===== src/rtl/hdmi_timing_pkg.sv =====
// Shared raster constants for the HDMI output path: 1080p60 defaults,
// total derivation and the coordinate type used by the counters.
package hdmi_timing_pkg;

    localparam int COORD_W = 12;

    localparam int DEF_H_ACTIVE = 1920;
    localparam int DEF_H_FP     = 88;
    localparam int DEF_H_SYNC   = 44;
    localparam int DEF_H_BP     = 148;
    localparam int DEF_V_ACTIVE = 1080;
    localparam int DEF_V_FP     = 4;
    localparam int DEF_V_SYNC   = 5;
    localparam int DEF_V_BP     = 36;

    typedef logic [COORD_W-1:0] coord_t;

    function automatic int span_total(input int active, input int fp, input int sync, input int bp);
        return active + fp + sync + bp;
    endfunction

endpackage


===== src/rtl/hdmi_sync_delay.sv =====
// Fixed-depth shift register with a loadable reset value, plus a single-bit
// tap at an intermediate depth for consumers that need an earlier copy.
module hdmi_sync_delay #(
    parameter int DEPTH   = 2,
    parameter int WIDTH   = 3,
    parameter int TAP     = 1,
    parameter int TAP_BIT = 0
) (
    input  logic             clk,
    input  logic             rst,
    input  logic [WIDTH-1:0] rst_val,
    input  logic [WIDTH-1:0] din,
    output logic [WIDTH-1:0] dout,
    output logic             tap
);

    logic [WIDTH-1:0] stage [DEPTH];

    always_ff @(posedge clk) begin
        if (rst) begin
            for (int i = 0; i < DEPTH; i++) begin
                stage[i] <= rst_val;
            end
        end else begin
            stage[0] <= din;
            for (int i = 1; i < DEPTH; i++) begin
                stage[i] <= stage[i-1];
            end
        end
    end

    assign dout = stage[DEPTH-1];

    // TAP counts cycles of delay: 0 is the undelayed input.
    generate
        if (TAP == 0) begin : g_tap_in
            assign tap = din[TAP_BIT];
        end else begin : g_tap_stage
            assign tap = stage[TAP-1][TAP_BIT];
        end
    endgenerate

endmodule


===== src/rtl/hdmi_video_timing.sv =====
// Raster counters and sync decode for the HDMI path; re-aligns the colour
// returned by the downstream block with delayed hs/vs/de for the transmitter.
module hdmi_video_timing
    import hdmi_timing_pkg::*;
#(
    parameter int   H_ACTIVE = DEF_H_ACTIVE,
    parameter int   H_FP     = DEF_H_FP,
    parameter int   H_SYNC   = DEF_H_SYNC,
    parameter int   H_BP     = DEF_H_BP,
    parameter int   V_ACTIVE = DEF_V_ACTIVE,
    parameter int   V_FP     = DEF_V_FP,
    parameter int   V_SYNC   = DEF_V_SYNC,
    parameter int   V_BP     = DEF_V_BP,
    parameter logic SYNC_POL = 1'b1,
    parameter int   PIPE_DLY = 1
) (
    input  logic        clk,
    input  logic        rst,
    output logic [11:0] px_x,
    output logic [11:0] px_y,
    output logic        data_en,
    output logic        frame_start,
    input  logic [7:0]  r,
    input  logic [7:0]  g,
    input  logic [7:0]  b,
    output logic [23:0] hdmi_d,
    output logic        hdmi_hs,
    output logic        hdmi_vs,
    output logic        hdmi_de
);

    localparam int H_TOTAL = span_total(H_ACTIVE, H_FP, H_SYNC, H_BP);
    localparam int V_TOTAL = span_total(V_ACTIVE, V_FP, V_SYNC, V_BP);

    localparam coord_t H_LAST   = coord_t'(H_TOTAL - 1);
    localparam coord_t V_LAST   = coord_t'(V_TOTAL - 1);
    localparam coord_t H_ACT_C  = coord_t'(H_ACTIVE);
    localparam coord_t V_ACT_C  = coord_t'(V_ACTIVE);
    localparam coord_t HS_START = coord_t'(H_ACTIVE + H_FP);
    localparam coord_t HS_END   = coord_t'(H_ACTIVE + H_FP + H_SYNC);
    localparam coord_t VS_START = coord_t'(V_ACTIVE + V_FP);
    localparam coord_t VS_END   = coord_t'(V_ACTIVE + V_FP + V_SYNC);

    localparam int DEPTH = PIPE_DLY + 1;

    coord_t x_q, y_q, x_nx, y_nx;
    logic   running;
    logic   de_q, fs_q;

    // The first free edge re-presents (0,0) with data_en/frame_start raised,
    // so counting only starts once the running flag is set.
    always_comb begin
        x_nx = '0;
        y_nx = '0;
        if (running) begin
            if (x_q == H_LAST) begin
                x_nx = '0;
                y_nx = (y_q == V_LAST) ? coord_t'(0) : y_q + coord_t'(1);
            end else begin
                x_nx = x_q + coord_t'(1);
                y_nx = y_q;
            end
        end
    end

    always_ff @(posedge clk) begin
        if (rst) begin
            running <= 1'b0;
            x_q     <= '0;
            y_q     <= '0;
            de_q    <= 1'b0;
            fs_q    <= 1'b0;
        end else begin
            running <= 1'b1;
            x_q     <= x_nx;
            y_q     <= y_nx;
            de_q    <= (x_nx < H_ACT_C) && (y_nx < V_ACT_C);
            fs_q    <= (x_nx == '0) && (y_nx == '0);
        end
    end

    assign px_x        = x_q;
    assign px_y        = y_q;
    assign data_en     = de_q;
    assign frame_start = fs_q;

    logic hs_raw, vs_raw;
    logic [2:0] sync_in, sync_rst, sync_out;
    logic de_at_colour;

    assign hs_raw = (x_q >= HS_START) && (x_q < HS_END);
    assign vs_raw = (y_q >= VS_START) && (y_q < VS_END);

    // Polarity is applied before the delay line so the outputs come straight
    // from flops; bit 0 carries de.
    assign sync_in  = {hs_raw ? SYNC_POL : ~SYNC_POL,
                       vs_raw ? SYNC_POL : ~SYNC_POL,
                       de_q};
    assign sync_rst = {~SYNC_POL, ~SYNC_POL, 1'b0};

    hdmi_sync_delay #(
        .DEPTH   (DEPTH),
        .WIDTH   (3),
        .TAP     (PIPE_DLY),
        .TAP_BIT (0)
    ) u_sync_delay (
        .clk     (clk),
        .rst     (rst),
        .rst_val (sync_rst),
        .din     (sync_in),
        .dout    (sync_out),
        .tap     (de_at_colour)
    );

    assign hdmi_hs = sync_out[2];
    assign hdmi_vs = sync_out[1];
    assign hdmi_de = sync_out[0];

    always_ff @(posedge clk) begin
        if (rst) begin
            hdmi_d <= '0;
        end else if (de_at_colour) begin
            hdmi_d <= {r, g, b};
        end else begin
            hdmi_d <= '0;
        end
    end

endmodule


===== config.mk =====
export PLATFORM = sky130hd
export DESIGN_NAME = hdmi_video_timing
export DESIGN_NICKNAME = d
export VERILOG_FILES = /design/src/rtl/hdmi_timing_pkg.sv /design/src/rtl/hdmi_sync_delay.sv /design/src/rtl/hdmi_video_timing.sv
export SDC_FILE = /design/constraint.sdc
export NUM_CORES = 1
export LEC_CHECK = 0
export ABC_CLOCK_PERIOD_IN_PS = 1900
export CAP_MARGIN = 10
export CORE_MARGIN = 10
export CORE_UTILIZATION = 41
export CTS_CLUSTER_DIAMETER = 60
export DETAILED_ROUTE_END_ITERATION = 16
export PLACE_DENSITY = 0.75
export SETUP_SLACK_MARGIN = 0.3
export SLEW_MARGIN = 40
export SYNTH_ARGS = -nofsm -noshare
export SYNTH_HDL_FRONTEND = slang
export SYNTH_SLANG_ARGS = --single-unit
export TNS_END_PERCENT = 1

===== constraint.sdc =====
create_clock -name clk -period 1.9 [get_ports clk]
set_input_delay 0.38 -clock clk [delete_from_list [all_inputs] [get_ports clk]]
set_output_delay 0.38 -clock clk [all_outputs]
set_load 0.01 [all_outputs]

==> flow_metrics.env <==
export IMPL_grt_pass1_wl_um=12380
export IMPL_violations="setup timing"
export IMPL_final_nets=418
export IMPL_cp_end_kind="register"
export IMPL_dp_hpwl_um=5717
export IMPL_drt_iter0_drc=121
export IMPL_ant_nets=0
export IMPL_drt_wl_total_um=7612
export IMPL_yosysWarnings=0
export IMPL_period_needed_ns=2.041
export IMPL_cp_max_fo=6
export IMPL_area_growth_pct=65.98
export IMPL_place_gp_congestion=0.9169
export IMPL_critPathRequiredTime_ns=2.11
export IMPL_use_met3_pct=5.394
export IMPL_synth_seq_cells=57
export IMPL_r2r_start="px_x[9]$_SDFF_PP0_"
export IMPL_gr_usage_met2_pct=22.80
export IMPL_holdWs_ns=0.4481
export IMPL_coreArea_um2=5608
export IMPL_min_to="u_sync_delay.stage[0][4]$_SDFF_PP0_"
export IMPL_multi_input_area_um2=1310
export IMPL_max_cap_violations=0
export IMPL_rows=27
export IMPL_cp_cell_sequence="nor4_4 > nand3_4 > or4_1 > o211a_1 > o21ai_2 > a211oi_1"
export IMPL_ys_flop_type="dfxtp_1"
export IMPL_cts_buffers=9
export IMPL_grt_overflow=0
export IMPL_wl_per_cell_um=16.37
export IMPL_maxSlewHeadroom_pct=53.82
export IMPL_holdBufCountCts=0
export IMPL_worstHoldStart="u_sync_delay.stage[0][1]$_SDFF_PP0_"
export IMPL_slowest_delay_ns=0.57
export IMPL_synth_adder_area_share_pct=2.068
export IMPL_synth_compound_gate_area_share_pct=12.15
export IMPL_powerDensity_nw_per_um2=622.7
export IMPL_synth_edf_count=0
export IMPL_seq_area_um2=1174
export IMPL_fillers=427
export IMPL_n_antenna_cell=0
export IMPL_worst_slew_pin_slew_ns=0.6896
export IMPL_clock_sinks=57
export IMPL_cts_root_buf="clkbuf_8"
export IMPL_leakage_nw=1.784
export IMPL_fmax_ghz=0.4899
export IMPL_rsz0062_at_grt="true"
export IMPL_setup_viol=3
export IMPL_synth_net_count=287
export IMPL_grt_busiest_layer="met2"
export IMPL_cts_max_level=3
export IMPL_vias_per_cell=5.174
export IMPL_synth_xor_xnor_area_share_pct=5.791
export IMPL_dieWidth_um=96.83
export IMPL_synthDistinctLibCells=48
export IMPL_clk_latency_ns=0.33
export IMPL_initial_core_util_pct=43.15
export IMPL_cts_tree="done"
export IMPL_slowest_stage="or4_1"
export IMPL_synth_avg_cell_area_um2=9.416
export IMPL_grt_max_degree=26
export IMPL_ir_drop_mv=0.4160
export IMPL_worstSetupPathType="reg -> reg"
export IMPL_whs_path_depth=1
export IMPL_skew_ns=0.007620
export IMPL_drt_first_pass_iters=4
export IMPL_fin_crit_sh_pct=107.4
export IMPL_vias=2406
export IMPL_yosysSeqAreaShare_pct=47.16
export IMPL_drc=0
export IMPL_io_pin_count=79
export IMPL_grt_pass1_vias=2416
export IMPL_dieArea_um2=9375
export IMPL_use_met1_pct=20.55
export IMPL_io_buffers=78
export IMPL_cp_arrival_ns=2.25
export IMPL_path_clk_slew_ns=0.06
export IMPL_synth_simple_gate_area_share_pct=27.87
export IMPL_rr_endpoint="data_en$_SDFF_PP0_"
export IMPL_setup_ws_ns=-0.1411
export IMPL_dieHeight_um=96.83
export IMPL_synthMuxAreaShare_pct=0.4137
export IMPL_synth_top_family_by_area="simple AND/OR/NAND/NOR gates"
export IMPL_hp_class="reg -> reg"
export IMPL_r2r_setup_slack_ns=-0.14
export IMPL_power_w=0.002501
export IMPL_synthCells=257
export IMPL_grt_use_total_pct=15.81
export IMPL_synthArstFlopShare_pct=0
export IMPL_hold_viol_final=0
export IMPL_antenna_found_initial=0
export IMPL_drive_gt1_share_pct=29.52
export IMPL_clockBufferDepth=2
export IMPL_slew_viol_final=0
export IMPL_start_kind="register"
export IMPL_worst_r2r_cell_count=6
export IMPL_status="finished with violations"
export IMPL_syn_area_um2=2420
-- state kept, by name, indices dropped and copies added (netlist names) --
name	flops
hdmi_d	24
data_en	1
px_y	12
u_sync_delay.stage	6
running	1
frame_start	1
px_x	12
-- layout make-up --
type / instances / share of cell area, %
clock inverter: 5 / 1.340
clock buffer: 11 / 3.520
tap: 72 / 2.243
timing repair buffer: 133 / 30.12
inverter: 10 / 0.9346
multi-input combinational: 177 / 32.62
sequential: 57 / 29.22
-- cells in the final DEF, fill, tap and decap left out, types with 4 or more instances in the layout --
cell,instances
xor2_1,6
buf_4,52
dlymetal6s2s_1,10
a21oi_1,6
inv_1,9
nand4_1,4
dfxtp_4,5
nor2_1,27
clkbuf_8,10
dfxtp_2,11
clkdlybuf4s50_1,44
and2_1,24
nand2_1,8
dfxtp_1,41
nand3_1,11
nor3_1,9
xnor2_1,10
dlygate4sd2_1,23
-- critical path: cells and delay by family, from the launching register on --
family	cells	cell delay (ns)
AND/OR/NAND/NOR	3	1.18
AO/OA/AOI/OAI	3	0.40
flip-flops	1	0.34
-- cell families (layout without fill, tap and decap cells) --
family	after synthesis	in the layout
fa+ha+maj	4	4
compound gates	36	36
mux	1	1
xor+xnor	16	16
flops	57	57
simple gates	120	120
buf+inv	23	159
-- layer usage --
layer | vias to the layer above | share of wire [%]
li1 | 1153 | -
met1 | 1121 | 47
met2 | 114 | 42
met3 | 18 | 8.6
met4 | 0 | 2.7
met5 | - | 0
-- synth_stat cells (2+ instances only) --
cell type | count | area, um2
nor3b_1 | 2 | 15.01
a311o_1 | 2 | 20.02
ha_1 | 4 | 50.05
buf_2 | 7 | 35.03
nand4_1 | 4 | 25.02
or3_1 | 3 | 18.77
xor2_1 | 6 | 52.55
buf_6 | 2 | 22.52
nor4_1 | 6 | 37.54
clkbuf_1 | 4 | 15.01
nand2_1 | 10 | 37.54
o31a_1 | 2 | 17.52
a211oi_1 | 3 | 22.52
nor3_1 | 9 | 45.04
and2_1 | 24 | 150.1
or4_1 | 3 | 22.52
nand3_1 | 13 | 65.06
and3_1 | 3 | 18.77
a21oi_1 | 7 | 35.03
dfxtp_1 | 57 | 1141
nor2b_1 | 4 | 25.02
o31ai_4 | 2 | 42.54
and4_1 | 2 | 17.52
o211ai_1 | 3 | 22.52
nor2_1 | 30 | 112.6
o21ai_0 | 4 | 20.02
a21o_1 | 2 | 15.01
xnor2_1 | 10 | 87.58
inv_1 | 10 | 37.54
-- worst max path at each step --
stage	from	endpoint	slack, ns	depth (start not counted)
after floorplan	px_x[0]$_SDFF_PP0_	data_en$_SDFF_PP0_	0.02	8
after global placement	px_x[10]$_SDFF_PP0_	data_en$_SDFF_PP0_	-0.14	6
after detailed placement	px_x[10]$_SDFF_PP0_	frame_start$_SDFF_PP0_	-0.13	7
after CTS	px_x[8]$_SDFF_PP0_	data_en$_SDFF_PP0_	-0.12	7
after global routing	px_x[9]$_SDFF_PP0_	frame_start$_SDFF_PP0_	-0.24	8
final	px_x[9]$_SDFF_PP0_	data_en$_SDFF_PP0_	-0.14	6
-- per-stage QoR --
| stage | util (%) | instances | setup slack, ns | area [um2] | setup TNS (ns) |
|---|---|---|---|---|---|
| finish | 71.62 | 465 | -0.1411 | 4016 | -0.3387 |
| global route | 71.62 | 465 | -0.2396 | 4016 | -0.6221 |
| CTS | 70.08 | 465 | -0.1187 | 3930 | -0.3330 |
| detailed placement | 66.04 | 448 | -0.1334 | 3704 | -0.3343 |
| global placement | 66.00 | 448 | -0.1378 | 3701 | -2.766 |
| floorplan | - | 257 | 0.02464 | 2512 | 0 |
-- report_power, final --
group / internal [W] / leakage [nW] / switching [W]
Sequential: 0.00121 / 0.472 / 0.00000963
Combinational: 0.000101 / 1.21 / 0.0000608
Clock: 0.000637 / 0.0996 / 0.000482
Total: 0.00195 / 1.78 / 0.000553
-- repair_timing --
item,in CTS,in global routing
buffers inserted,1,0
hold endpoints to repair,0,0
pin swaps,11,9
setup endpoints to repair,47,37
gates resized for setup,41,24
(Power assumes the default switching activity.)
